<file path="src/rtl/vga_pkg.sv">
// ----------------------------------------------------------------------------
// vga_pkg
//   Shared definitions for the VGA pixel scanner slice.
//   - Default 640x480@60 timing constants and the derived totals and sync
//     window bounds.
//   - rgb_t: 24-bit {R,G,B} colour word.
//   - scan_flags_t: per-pixel control bits carried down the delay pipe.
//   - pixel_color(): the final colour mux, shared by the top level.
// ----------------------------------------------------------------------------
package vga_pkg;

    localparam int H_VIS_DEF  = 640;
    localparam int H_FP_DEF   = 16;
    localparam int H_SYNC_DEF = 96;
    localparam int H_BP_DEF   = 48;
    localparam int V_VIS_DEF  = 480;
    localparam int V_FP_DEF   = 10;
    localparam int V_SYNC_DEF = 2;
    localparam int V_BP_DEF   = 33;

    localparam int H_TOTAL      = H_VIS_DEF + H_FP_DEF + H_SYNC_DEF + H_BP_DEF;  // 800
    localparam int V_TOTAL      = V_VIS_DEF + V_FP_DEF + V_SYNC_DEF + V_BP_DEF;  // 525
    localparam int H_SYNC_START = H_VIS_DEF + H_FP_DEF;                          // 656
    localparam int H_SYNC_END   = H_SYNC_START + H_SYNC_DEF;                     // 752
    localparam int V_SYNC_START = V_VIS_DEF + V_FP_DEF;                          // 490
    localparam int V_SYNC_END   = V_SYNC_START + V_SYNC_DEF;                     // 492

    // Width of the h/v counters; totals up to 1024 fit.
    localparam int CNT_W = 10;

    typedef logic [23:0] rgb_t;

    typedef struct packed {
        logic visible;  // pixel lies in the active area
        logic hs;       // inside the horizontal sync pulse (active-high here)
        logic vs;       // inside the vertical sync pulse (active-high here)
        logic sof;      // first pixel of the frame, (h,v) == (0,0)
        logic sel;      // which half of the 2-pixel memory word: h[0]
    } scan_flags_t;

    localparam scan_flags_t FLAGS_IDLE = '0;

    // Blanked pixels are always black; visible pixels pick FG or BG.
    function automatic rgb_t pixel_color(input logic visible,
                                         input logic force_fg,
                                         input logic bit_on,
                                         input rgb_t fg,
                                         input rgb_t bg);
        rgb_t c;
        c = '0;
        if (visible) begin
            c = (force_fg || bit_on) ? fg : bg;
        end
        return c;
    endfunction

endpackage

</file>
<file path="src/rtl/vga_timing_gen.sv">
// ----------------------------------------------------------------------------
// vga_timing_gen
//   Pixel-tick divider plus horizontal/vertical scan counters for the VGA
//   scanner. Flags are combinational decodes of the current counter state;
//   the caller registers them on tick.
//
//   Ports
//     clk      in   system clock, rising edge
//     rst      in   synchronous active-high reset (divider and counters to 0)
//     tick     out  one-cycle pixel strobe, every CLK_DIV clocks
//     h        out  horizontal position 0..H_TOTAL-1
//     v        out  vertical position 0..V_TOTAL-1
//     visible  out  (h,v) lies in the active area
//     hs       out  h inside the sync pulse (active-high)
//     vs       out  v inside the sync pulse (active-high)
//     sof      out  (h,v) == (0,0)
//
//   Totals must fit in vga_pkg::CNT_W bits; CLK_DIV must be 1..4.
// ----------------------------------------------------------------------------
module vga_timing_gen
    import vga_pkg::*;
#(
    parameter int H_VIS   = H_VIS_DEF,
    parameter int H_FP    = H_FP_DEF,
    parameter int H_SYNC  = H_SYNC_DEF,
    parameter int H_BP    = H_BP_DEF,
    parameter int V_VIS   = V_VIS_DEF,
    parameter int V_FP    = V_FP_DEF,
    parameter int V_SYNC  = V_SYNC_DEF,
    parameter int V_BP    = V_BP_DEF,
    parameter int CLK_DIV = 2
) (
    input  logic             clk,
    input  logic             rst,
    output logic             tick,
    output logic [CNT_W-1:0] h,
    output logic [CNT_W-1:0] v,
    output logic             visible,
    output logic             hs,
    output logic             vs,
    output logic             sof
);

    localparam logic [1:0]       DIV_LAST = 2'(CLK_DIV - 1);
    localparam logic [CNT_W-1:0] H_LAST   = CNT_W'(H_VIS + H_FP + H_SYNC + H_BP - 1);
    localparam logic [CNT_W-1:0] V_LAST   = CNT_W'(V_VIS + V_FP + V_SYNC + V_BP - 1);
    localparam logic [CNT_W-1:0] H_ACT    = CNT_W'(H_VIS);
    localparam logic [CNT_W-1:0] V_ACT    = CNT_W'(V_VIS);
    localparam logic [CNT_W-1:0] HS_BEG   = CNT_W'(H_VIS + H_FP);
    localparam logic [CNT_W-1:0] HS_END   = CNT_W'(H_VIS + H_FP + H_SYNC);
    localparam logic [CNT_W-1:0] VS_BEG   = CNT_W'(V_VIS + V_FP);
    localparam logic [CNT_W-1:0] VS_END   = CNT_W'(V_VIS + V_FP + V_SYNC);

    logic [1:0]       div_q, div_d;
    logic [CNT_W-1:0] h_q, h_d;
    logic [CNT_W-1:0] v_q, v_d;
    logic             tick_c;

    // With CLK_DIV == 1 DIV_LAST is 0, so the divider sits at 0 and every
    // cycle is a tick.
    always_comb begin
        div_d  = div_q;
        h_d    = h_q;
        v_d    = v_q;
        tick_c = (div_q == DIV_LAST);
        if (tick_c) begin
            div_d = '0;
            if (h_q == H_LAST) begin
                h_d = '0;
                v_d = (v_q == V_LAST) ? '0 : v_q + 1'b1;
            end else begin
                h_d = h_q + 1'b1;
            end
        end else begin
            div_d = div_q + 1'b1;
        end
    end

    always_ff @(posedge clk) begin
        if (rst) begin
            div_q <= '0;
            h_q   <= '0;
            v_q   <= '0;
        end else begin
            div_q <= div_d;
            h_q   <= h_d;
            v_q   <= v_d;
        end
    end

    assign tick    = tick_c;
    assign h       = h_q;
    assign v       = v_q;
    assign visible = (h_q < H_ACT) && (v_q < V_ACT);
    assign hs      = (h_q >= HS_BEG) && (h_q < HS_END);
    assign vs      = (v_q >= VS_BEG) && (v_q < VS_END);
    assign sof     = (h_q == '0) && (v_q == '0);

endmodule

</file>
<file path="src/rtl/vga_pixel_scanner.sv">
// ----------------------------------------------------------------------------
// vga_pixel_scanner
//   Reads a 1-bpp frame memory (2 pixels per word, half vertical resolution)
//   and drives line-doubled VGA video with registered RGB and syncs.
//
//   Ports
//     clk          in   system clock, rising edge
//     rst          in   synchronous active-high reset
//     mem_address  out  {j = v/2 in upper half, i = h/2 in lower half}
//     mem_enable   out  memory write enable, constant 0 (read-only client)
//     mem_data     in   read data; bit0 = even pixel, bit1 = odd pixel
//     hsync        out  horizontal sync, active low
//     vsync        out  vertical sync, active low
//     video_on     out  rgb carries active-area pixels
//     rgb          out  {R,G,B}
//     frame_start  out  one-tick pulse with output pixel (0,0)
//
//   Pipeline (all stages advance on the pixel tick): counter state sampled at
//   tick t issues the address and enters p0, moves to p1 at t+1 and reaches
//   the pins at t+2.
//
//   Build option: define VGA_SCAN_BORDER_EN to force FG_COLOR on the
//   outermost visible rows/columns, independent of memory contents.
// ----------------------------------------------------------------------------
module vga_pixel_scanner
    import vga_pkg::*;
#(
    parameter int   N        = 32,
    parameter int   H_VIS    = H_VIS_DEF,
    parameter int   H_FP     = H_FP_DEF,
    parameter int   H_SYNC   = H_SYNC_DEF,
    parameter int   H_BP     = H_BP_DEF,
    parameter int   V_VIS    = V_VIS_DEF,
    parameter int   V_FP     = V_FP_DEF,
    parameter int   V_SYNC   = V_SYNC_DEF,
    parameter int   V_BP     = V_BP_DEF,
    parameter int   CLK_DIV  = 2,
    parameter rgb_t FG_COLOR = 24'hFFFFFF,
    parameter rgb_t BG_COLOR = 24'h000000
) (
    input  logic         clk,
    input  logic         rst,
    output logic [N-1:0] mem_address,
    output logic         mem_enable,
    input  logic [N-1:0] mem_data,
    output logic         hsync,
    output logic         vsync,
    output logic         video_on,
    output logic [23:0]  rgb,
    output logic         frame_start
);

    localparam int HALF = N / 2;

    logic             tick;
    logic [CNT_W-1:0] h;
    logic [CNT_W-1:0] v;
    logic             visible;
    logic             hs;
    logic             vs;
    logic             sof;

    vga_timing_gen #(
        .H_VIS   (H_VIS),
        .H_FP    (H_FP),
        .H_SYNC  (H_SYNC),
        .H_BP    (H_BP),
        .V_VIS   (V_VIS),
        .V_FP    (V_FP),
        .V_SYNC  (V_SYNC),
        .V_BP    (V_BP),
        .CLK_DIV (CLK_DIV)
    ) u_timing (
        .clk     (clk),
        .rst     (rst),
        .tick    (tick),
        .h       (h),
        .v       (v),
        .visible (visible),
        .hs      (hs),
        .vs      (vs),
        .sof     (sof)
    );

    logic [N-1:0] mem_address_q, mem_address_d;
    scan_flags_t  flags_p0_q, flags_p0_d;
    scan_flags_t  flags_p1_q, flags_p1_d;
    logic [1:0]   pair_p1_q, pair_p1_d;
    rgb_t         rgb_q, rgb_d;
    logic         hsync_q, hsync_d;
    logic         vsync_q, vsync_d;
    logic         video_on_q, video_on_d;
    logic         frame_start_q, frame_start_d;
    logic [1:0]   pair_src;
    logic         bit_on;
    logic         border_p1;

`ifdef VGA_SCAN_BORDER_EN
    logic border_p0_q, border_p0_d;
    logic border_p1_q, border_p1_d;

    always_comb begin
        border_p0_d = border_p0_q;
        border_p1_d = border_p1_q;
        if (tick) begin
            border_p0_d = (h == '0) || (h == CNT_W'(H_VIS - 1)) ||
                          (v == '0) || (v == CNT_W'(V_VIS - 1));
            border_p1_d = border_p0_q;
        end
    end

    always_ff @(posedge clk) begin
        if (rst) begin
            border_p0_q <= 1'b0;
            border_p1_q <= 1'b0;
        end else begin
            border_p0_q <= border_p0_d;
            border_p1_q <= border_p1_d;
        end
    end

    assign border_p1 = border_p1_q;
`else
    assign border_p1 = 1'b0;
`endif

    always_comb begin
        mem_address_d = mem_address_q;
        flags_p0_d    = flags_p0_q;
        flags_p1_d    = flags_p1_q;
        pair_p1_d     = pair_p1_q;
        rgb_d         = rgb_q;
        hsync_d       = hsync_q;
        vsync_d       = vsync_q;
        video_on_d    = video_on_q;
        frame_start_d = frame_start_q;

        // The memory answers one clock after it samples the address. With
        // CLK_DIV == 1 that answer lands exactly on tick t+2, so it is used
        // straight from the pins. With slower ticks the address may already
        // have moved on to the next pair by t+2, so the word is latched at
        // t+1 while it is still the one requested at t.
        pair_src = (CLK_DIV == 1) ? mem_data[1:0] : pair_p1_q;
        bit_on   = pair_src[flags_p1_q.sel];

        if (tick) begin
            // ---- p0: address issue and flag capture (tick t) ----
            // Outside the active area the last address is held, so the
            // memory never sees a row/column beyond the stored image.
            if (visible) begin
                mem_address_d = {HALF'(v[CNT_W-1:1]), HALF'(h[CNT_W-1:1])};
            end
            flags_p0_d.visible = visible;
            flags_p0_d.hs      = hs;
            flags_p0_d.vs      = vs;
            flags_p0_d.sof     = sof;
            flags_p0_d.sel     = h[0];

            // ---- p1: delay pipe and memory word capture (tick t+1) ----
            flags_p1_d = flags_p0_q;
            pair_p1_d  = mem_data[1:0];

            // ---- output registers (tick t+2) ----
            rgb_d         = pixel_color(flags_p1_q.visible, border_p1, bit_on,
                                        FG_COLOR, BG_COLOR);
            hsync_d       = ~flags_p1_q.hs;
            vsync_d       = ~flags_p1_q.vs;
            video_on_d    = flags_p1_q.visible;
            frame_start_d = flags_p1_q.sof;
        end
    end

    always_ff @(posedge clk) begin
        if (rst) begin
            mem_address_q <= '0;
            flags_p0_q    <= FLAGS_IDLE;
            flags_p1_q    <= FLAGS_IDLE;
            pair_p1_q     <= '0;
            rgb_q         <= '0;
            hsync_q       <= 1'b1;
            vsync_q       <= 1'b1;
            video_on_q    <= 1'b0;
            frame_start_q <= 1'b0;
        end else begin
            mem_address_q <= mem_address_d;
            flags_p0_q    <= flags_p0_d;
            flags_p1_q    <= flags_p1_d;
            pair_p1_q     <= pair_p1_d;
            rgb_q         <= rgb_d;
            hsync_q       <= hsync_d;
            vsync_q       <= vsync_d;
            video_on_q    <= video_on_d;
            frame_start_q <= frame_start_d;
        end
    end

    assign mem_address = mem_address_q;
    assign mem_enable  = 1'b0;
    assign hsync       = hsync_q;
    assign vsync       = vsync_q;
    assign video_on    = video_on_q;
    assign rgb         = rgb_q;
    assign frame_start = frame_start_q;

    // Only the low pixel pair of each word is meaningful, and line doubling
    // discards v[0] from the address.
    logic unused_ok;
    assign unused_ok = ^{mem_data[N-1:2], v[0]};

endmodule

</file>
<file path="config.mk">
export PLATFORM = sky130hd
export DESIGN_NAME = vga_pixel_scanner
export DESIGN_NICKNAME = d
export VERILOG_FILES = /design/src/rtl/vga_pkg.sv /design/src/rtl/vga_timing_gen.sv /design/src/rtl/vga_pixel_scanner.sv
export SDC_FILE = /design/constraint.sdc
export NUM_CORES = 1
export LEC_CHECK = 0
export ABC_AREA = 1
export ABC_CLOCK_PERIOD_IN_PS = 1350
export CAP_MARGIN = 10
export CELL_PAD_IN_SITES_DETAIL_PLACEMENT = 1
export CELL_PAD_IN_SITES_GLOBAL_PLACEMENT = 2
export CORE_MARGIN = 5
export CORE_UTILIZATION = 22
export DETAILED_ROUTE_END_ITERATION = 10
export HOLD_SLACK_MARGIN = 0.03
export PLACE_DENSITY = 0.71
export SYNTH_ARGS = -nofsm -noshare
export SYNTH_HDL_FRONTEND = slang
export SYNTH_SLANG_ARGS = --single-unit
export TNS_END_PERCENT = 20
</file>
<file path="constraint.sdc">
create_clock -name clk -period 1.35 [get_ports clk]
set_input_delay 0.27 -clock clk [delete_from_list [all_inputs] [get_ports clk]]
set_output_delay 0.27 -clock clk [all_outputs]
set_load 0.02 [all_outputs]
</file>
---- Yosys cells after proc, flatten, opt, wreduce, memory -nomap -nowiden ----
Index checks and enable logic that the tools add are counted.
storage, ports and cells
  word-level logic and storage cells ...... 50
  register bits ........................... 80
operators by class
  bitwise logic cells ..................... 2
  $add $sub $neg .......................... 3
  equality and inequality tests ........... 3
  reduce and logical (&&, ||, !) cells .... 9
  $lt $le $gt $ge ......................... 7
  mux-type cells .......................... 6
operator list
  cell                                                                count
  two-way mux 24 bit                                                  2
  adder 10 x 1 -> 10 bit, second input constant                       2
  == test 10 bit, second input constant                               2
  zero test 10 bit                                                    2
  < comparator 10 bit, second input constant                          2
  < comparator 10 x 9 -> 1 bit, second input constant                 2
  two-way mux 10 bit                                                  2
  greater-or-equal comparator 10 bit, second input constant           1
  greater-or-equal comparator 10 x 9 -> 1 bit, second input constant  1
  logical AND 1 bit                                                   4
  AND reduction 2 bit                                                 2
  adder 2 x 1 -> 2 bit, second input constant                         1
  == test 2 x 1 -> 1 bit, second input constant                       1
  < comparator 1 x 2 -> 1 bit, second input constant                  1
  two-way mux 1 bit                                                   2
  NOT 1 bit                                                           2
  OR reduction 2 bit                                                  1

---- Longest topological paths before layout ----
Gate-level depths: netlist of the first run.
  depth in word-level cells ............... 4
  gate-level depth with buffers ........... 11
  depth with buffers taken out ............ 10

---- Hierarchy ----
Synthesis of the first run repeated with hierarchy kept, for this count alone.
unflattened totals
  cell total of the unflattened synthesis .. 390
  area total of the unflattened synthesis .. 2854.0 µm²
modules (own cells, without submodules)
  module             cells each  area an instance (µm²)  times used
  vga_pixel_scanner  192         1506.4                  1
  vga_timing_gen     198         1347.5                  1

---- Least setup slack after synthesis of the first run ----
OpenSTA, ideal clock, no wires.
  kind .................................... register to register
  start point ............................. reg u_timing.div_q[0]
  end point ............................... reg u_timing.v_q[9] (netlist: u_timing.v[9])
  path buffers ............................ 1
  setup time .............................. 0.113 ns
  period minus slack after synthesis ...... 1.457 ns
  data required time ...................... 1.237 ns
  cell stages (with the launch flop) ...... 10
  setup slack ............................. -0.107 ns
  data arrival time ....................... 1.344 ns
  path through ............................ dfxtp_1 -> ha_1 -> buf_4 -> nand2_1 -> nor2_4 -> nand2_4 -> o21ai_4 -> nand2_4 -> nand2_1 -> nor2_1
between the ends
  word-level cells in the longest chain between the ends .. 2
ends and longest elaborated chain
  what                                  RTL line              RTL
  start, declared                       vga_timing_gen.sv:54  logic [1:0] div_q, div_d;
  start signal, assigned                vga_timing_gen.sv:85  div_q <= div_d;
  == test 2 x 1 -> 1 bit                vga_timing_gen.sv:65  tick_c = (div_q == DIV_LAST);
  AND reduction 2 bit (no source line)  --
  end signal, assigned                  vga_timing_gen.sv:87  v_q <= v_d;
  end, declared                         vga_timing_gen.sv:56  logic [CNT_W-1:0] v_q, v_d;
Every way passes these cells.
A chain may end at the register's enable or synchronous reset.

---- Worst setup path after layout of the first run ----
  start point ............................. reg u_timing.div_q[0]
  end point ............................... reg u_timing.v_q[6] (netlist: u_timing.v[6])
The elaborated chain is that of the path after synthesis.

==> summary.md, run 1 <==
| Metric | Value |
|---|---|
| Num CTS Buffers | `9` |
| Bufs on Longest Clock Path | `2` |
| Synth unique cells | `33` |
| F_max | `0.705 GHz` |
| Primary FF master, synth | `dfxtp_1` |
| Crit path capture type | `flop` |
| Worst min path class | `reg2reg` |
| Initial antenna violation count | `0` |
| N_diodes | `0` |
| Htree depth | `3` |
| Total grt overflow | `0` |
| Final ANT Viol Nets | `0` |
| Leak pwr | `0.00179 µW` |
| Input/output buffers | `49` |
| Post-synthesis cell count | `369` |
| CTS Root Cell | `clkbuf_16` |
| Async S/R FF share, synth | `0%` |
| EDFF count, synth | `0` |
| Routability Congestion | `0.773` |
| Final Cycle Share | `105%` |
| # IOs | `95` |
| Top-count cell post-synth | `nand2_1` |
| Synth-to-Final Area Change | `41.9%` |
| DP HPWL | `6080 µm` |
| Dominant cell type by area after synthesis | `dfxtp_1` |
| Cell family with the largest share of critical-path delay | `simple AND/OR/NAND/NOR gates` |
| Final setup fails | `16` |
| Post-Layout Cell Count | `634` |
| Yosys warnings | `0` |
| Initial DRC count | `58` |
| Nets | `497` |
| Peak supply drop | `~0.49 mV` |
| Die height | `123 µm` |
| Placed cells | `roughly 620` |
| TritonRoute pass-1 iters | `4` |
| DR vias/cell | `between 4 and 5` |
| Die ar. | `15100 µm²` |
| CP Cell Sequence | `ha_4, nand2_2, nor2_4, nand2_4, o21ai_4, nand2_4, nand2_1, nor2_1` |
| Slew Viols, Final | `0` |
| Routed WL | `8190 µm` |
| Drt wl/cell | `between 10 and 15 µm` |
| Syn_area_per_cell | `7.62 µm²` |
| Die Span X | `~120 µm` |
| Hold Buf Count CTS | `0` |
| Pwr Density | `1180 nW/µm²` |
| Seq cells post-synth | `57` |
| Max_cap viols | `0` |
| Setup slack after layout | `-0.0690 ns` |
| CTS sink cnt | `57` |
| Largest net degree at the start of global routing | `25` |
| GRT Resource Usage Total | `11.2%` |
| DRC Markers | `0` |
| Final core occ | `31.8%` |
| CP dominant cell by count | `nand2_4` |
| CTS tree | `built` |
| Latest clock arrival within the worst-skew pair | `0.33 ns` |
| Worst Path Buf+Inv | `0` |
| Synth top area share | `about two fifths` |
| Top post-synthesis cells by count | `62 x nand2_1, 57 x dfxtp_1, 42 x buf_4` |
| Vias in the first global route | `2725` |
| Critical path startpoint category | `flop` |
| Mapped cell area | `2810 µm²` |
| Dominant cells by area after synthesis | `dfxtp_1 41%, buf_4 11%, nand2_1 8.3%, nor2_1 5.2%, inv_1 4.9%` |
| Crit Path Class | `reg2reg` |
| Outcome | `complete, but fails checks` |
| Fin crit period | `1.42 ns` |
| Row cnt | `41` |
| First-pass GRT wire length | `13200 µm` |
| Sequential fraction of the synthesis area | `40.6%` |
| Crit path largest cell delay | `about 0.35 ns` |
| RSZ-0062 raised after global routing | `yes` |
| Share of cells above drive strength 1 | `29.7%` |
| Failing checks | `negative setup slack` |
| Layout Skew | `0.00928 ns` |
| Vias | `2670` |
| Clk slew on worst S/H paths | `0.05 ns` |
| Crit path max-delay cell type | `dfxtp_2` |
| Core footprint | `12600 µm²` |
| Starting Density | `around 22%` |
| Crit path max fanout | `7` |
| Worst Path Required | `between 1.5 and 2 ns` |
| Hold Vio Cnt, Final | `0` |
| WP data arrival | `between 1.5 and 2 ns` |
-- through the flow --
step / setup TNS [ns] / setup WS [ns] / total power, µW / area (µm²) / hold WS [ns]
global placement: -7.98 / -0.235 / 2170 / 3710 / 0.406
detailed placement: -9.13 / -0.271 / 2180 / 3710 / 0.433
finish: -0.725 / -0.0690 / 4700 / 3990 / 0.432
global route: -3.78 / -0.157 / 4890 / 3990 / 0.449
floorplan: -1.37 / -0.0896 / 2050 / 2870 / 0.383
CTS: -2.09 / -0.132 / 4750 / 3940 / 0.441
-- metal layers --
layer  global-route usage, %  up-vias  wire length, µm
li1                        -     1332                -
met1                    12.7     1271             3440
met2                    19.6       56             4070
met3                    3.84       11              492
met4                    3.53        0              187
met5                       0        -                0
-- layout by cell type, fill, tap and decap left out, types with 4 or more instances in the layout --
cell type,synthesis,layout
buf_2,1,20
nor3_1,11,8
nand4_1,21,21
a21oi_1,27,27
o22ai_1,4,4
clkbuf_16,0,9
nor2_4,3,4
dlygate4sd2_1,0,22
o21ai_0,13,10
dfxtp_2,0,6
inv_1,37,35
nand2_2,1,4
clkbuf_2,0,4
conb_1,1,15
nor2_1,39,38
nand2_1,62,59
buf_4,42,58
nand3_1,18,17
dfxtp_1,57,51
-- sequential cells by signal, summed over array words and instances (netlist names), 2 cells and up --
signal and flops:
flags_p0_q 5, flags_p1_q 5, mem_address 18, pair_p1_q 2, u_timing.div_q 2, u_timing.h 10
u_timing.v 10
-- logic make-up (layout without fill, tap and decap cells) --
logic type | Yosys count | in the layout | share of synthesized area [%]
AO/OA/AOI/OAI | 50 | 50 | 10.0
XOR/XNOR | 2 | 2 | 0.623
adder cells (fa/ha/maj) | 5 | 5 | 2.22
buffers and inverters | 87 | 166 | 17.5
flip-flops | 57 | 57 | 40.6
other | 1 | 15 | 0.133
AND/OR/NAND/NOR | 167 | 167 | 28.9
-- worst reg2reg max path: cells and delay by family (launching register included) --
kind	cells	cell delay, ns
and+or+nand+nor	6	0.54
DFF	1	0.35
adders and majority gates	1	0.17
AOI/OAI and AO/OA	1	0.27
-- report_power, final --
| part | total (µW) | leakage [µW] | internal, µW | switching (µW) |
|---|---|---|---|---|
| clock network | 2510 | 0.000162 | 1750 | 756 |
| logic | 441 | 0.00117 | 172 | 269 |
| registers | 1750 | 0.000463 | 1730 | 20.7 |
| total | 4700 | 0.00179 | 3650 | 1050 |
-- path summary, 6_finish.rpt --
check | start | end | slack (ns) | depth (start not counted)
worst max-delay path | u_timing.div_q[0] | u_timing.v[6] | -0.07 | 8
worst min-delay path | flags_p1_q[2] | vsync | 0.43 | 1
worst max register to register | u_timing.div_q[0] | u_timing.v[6] | -0.07 | 8
worst min register to register | flags_p1_q[2] | vsync | 0.43 | 1
-- cell type report --
class,count,area [µm²]
Clock buffer,13,270
Clock inverter,2,60.1
Fill cell,1543,8580
Inverter,39,146
Multi-Input combinational cell,239,1290
Sequential cell,57,1150
Tap cell,172,215
Timing Repair Buffer,112,861
-- what timing repair did --
action	4_1_cts	5_1_grt
pin swaps	3	4
setup endpoints to repair	97	45
resized for setup	113	26
buffers inserted	0	3
No activity file was read; power rests on OpenSTA's default activity.
==> run 2: changes to the inputs <==
--- a/config.mk
+++ b/config.mk
@@ -14,7 +14,7 @@
 export CORE_UTILIZATION = 22
 export DETAILED_ROUTE_END_ITERATION = 10
 export HOLD_SLACK_MARGIN = 0.03
-export PLACE_DENSITY = 0.71
+export PLACE_DENSITY = 0.77
 export SYNTH_ARGS = -nofsm -noshare
 export SYNTH_HDL_FRONTEND = slang
 export SYNTH_SLANG_ARGS = --single-unit
==> run 2 against run 1 <==
The flow still finishes with violations (negative setup slack). Total power is 4.9% lower. Non-clock buffer count is 3 lower. Register-to-register slack worse by 0.02 ns. Sequential cell count stayed put. Die area stayed put. Sequential power hardly changed. Wire length is 1.3% higher. Via count is 0.11% higher. Final cell count is 0.32% lower.
==> summary.md, run 2 (synthesized netlist as in run 1, its figures left out) <==
| Metric | Value |
|---|---|
| Outcome | `complete, but fails checks` |
| Failing checks | `negative setup slack` |
| Pwr Density | `1130 nW/µm² (-4.3%)` |
| Most frequent cells in the layout | `56 x nand2_1, 55 x buf_4, 52 x dfxtp_1` |
| Grt peak-use layer | `met2` |
| Crit path largest cell delay | `0.35 ns (about the same)` |
| Crit path max fanout | `7 (unchanged)` |
| Htree depth | `3 (unchanged)` |
| Crit path max-delay cell type | `dfxtp_1` |
| Fin crit period | `1.44 ns (+0.0241 ns)` |
| Met3 Use GR | `3.66% (-0.18 points)` |
| Post-Layout Cell Count | `632 (-0.32%)` |
| N_diodes | `0 (unchanged)` |
| RSZ-0062 raised after global routing | `yes` |
| Hold depth | `1 (unchanged)` |
| Row cnt | `41 (unchanged)` |
| Most common cell after layout, fill and taps aside | `nand2_1` |
| Final setup fails | `20 (+4)` |
| Placed cells | `610 (-0.97%)` |
| Initial DRC count | `87 (+50%)` |
| Max_cap viols | `0 (unchanged)` |
| Slew Viols, Final | `0 (unchanged)` |
| Worst min path class | `reg2reg` |
| Input/output buffers | `49 (unchanged)` |
| Die Span X | `123 µm (unchanged)` |
| Critical path startpoint category | `flop` |
| Starting Density | `22.4% (unchanged)` |
| Met2 Use GR | `20.4% (+0.79 points)` |
| Hold Vio Cnt, Final | `0 (unchanged)` |
| Worst Path Required | `1.58 ns (about the same)` |
| Synth-to-Final Area Change | `41.1%` |
| Total grt overflow | `0 (unchanged)` |
| Leak pwr | `0.00178 µW (-0.51%)` |
| Bufs on Longest Clock Path | `2 (unchanged)` |
| Total power | `4470 µW (-4.9%)` |
| Routability Congestion | `0.829 (+7.3%)` |
| Initial antenna violation count | `0 (unchanged)` |
| Crit path capture type | `flop` |
| Final Cycle Share | `107% (+1.8 points)` |
| Latest clock arrival within the worst-skew pair | `0.33 ns (about the same)` |
| Layout Skew | `0.00525 ns (-0.00403 ns)` |
| Die ar. | `15100 µm² (unchanged)` |
| Final core occ | `31.6% (-0.19 points)` |
| Final hold slack | `0.423 ns (-0.00907 ns)` |
| Share of cells above drive strength 1 | `30.4% (+0.78 points)` |
| Crit Path Class | `reg2reg` |
| F_max | `0.693 GHz (-1.7%)` |
| WP data arrival | `1.67 ns (+0.03 ns)` |
| Nets | `494 (-0.60%)` |
| Largest net degree at the start of global routing | `25 (unchanged)` |
| Die height | `123 µm (unchanged)` |
| GRT Resource Usage Total | `11.4% (+0.20 points)` |
| Fillcell total | `1527 (-1.0%)` |
| Num CTS Buffers | `9 (unchanged)` |
| M1 GR Usage | `12.5% (-0.18 points)` |
| Vias | `2673 (+0.11%)` |
| CTS Root Cell | `clkbuf_16` |
| # IOs | `95 (unchanged)` |
| Peak supply drop | `0.431 mV (-12%)` |
| TritonRoute pass-1 iters | `4 (unchanged)` |
| DP HPWL | `6210 µm (+2.2%)` |
| CTS sink cnt | `57 (unchanged)` |
| Flop-to-flop setup slack | `-0.09 ns (-0.02 ns)` |
| Core footprint | `12600 µm² (unchanged)` |
| Clk slew on worst S/H paths | `0.05 ns (about the same)` |
| Drt wl/cell | `13.1 µm (+1.6%)` |
| Vias in the first global route | `2828 (+3.8%)` |
| DR vias/cell | `4.23 (+0.43%)` |
| CP Cell Sequence | `or2_2, nor2_1, nand2_2, nand2_1, nand2_4, nand2_1, nor2_1` |
| Hold Buf Count CTS | `0 (unchanged)` |
| Routed WL | `8300 µm (+1.3%)` |
| Final setup TNS | `-1.02 ns (-0.293 ns)` |
| Final ANT Viol Nets | `0 (unchanged)` |
| Largest register FFs | `18 (unchanged)` |
| First-pass GRT wire length | `13400 µm (+1.9%)` |
| CTS tree | `built` |
| DRC Markers | `0 (unchanged)` |
| Worst reg2reg path depth | `7 (-1)` |
| Setup slack after layout | `-0.0931 ns (-0.0241 ns)` |
[run 2: worst paths after layout]
check                start       endpoint
max          u_timing.v[7]  u_timing.v[8]
min          flags_p1_q[2]          vsync
max reg2reg  u_timing.v[7]  u_timing.v[8]
min reg2reg  flags_p1_q[2]          vsync
[run 2: area by class of cell]
class                      count  area (µm²)  area share (%)
clock inverter                 5        55.1            1.39
clock buffer                  11         243            6.12
sequential                    57        1150            28.9
timing repair buffer         109         852            21.5
multi-input combinational    239        1310            33.0
inverter                      39         146            3.69
tap                          172         215            5.42
[run 2: stage by stage]
| step | worst slack, ns | cell area [µm²] |
|---|---|---|
| 2_1_floorplan | -0.0896 | 2870 |
| 3_3_place_gp | -0.182 | 3670 |
| 3_5_place_dp | -0.201 | 3670 |
| 4_1_cts | -0.101 | 3890 |
| 5_1_grt | -0.150 | 3970 |
| 6_report | -0.0931 | 3970 |
[run 2: repair_timing]
action                     CTS  global route
setup endpoints to repair   92            47
buffers inserted             0             5
cloned                       0             1
pin swaps                    8             2
gates resized for setup    112            32
[run 2: metal layers]
| metal | vias to the layer above | wire length (µm) | part of all wire, % |
|---|---|---|---|
| li1 | 1330 | - | - |
| met1 | 1280 | 3470 | 42 |
| met2 | 50 | 4180 | 50 |
| met3 | 13 | 500 | 6.0 |
| met4 | 0 | 141 | 1.7 |
| met5 | - | 0 | 0 |
[run 2: power by group]
group	switching (µW)	internal, µW	leakage (µW)
Clock	810	1470	0.000142
Sequential	20.6	1730	0.000463
Combinational	269	172	0.00118
[run 2: critical path: cells and delay by family (launching register included)]
family	cells	cell delay (ns)
AND/OR/NAND/NOR	7	1.00
flip-flops	1	0.35
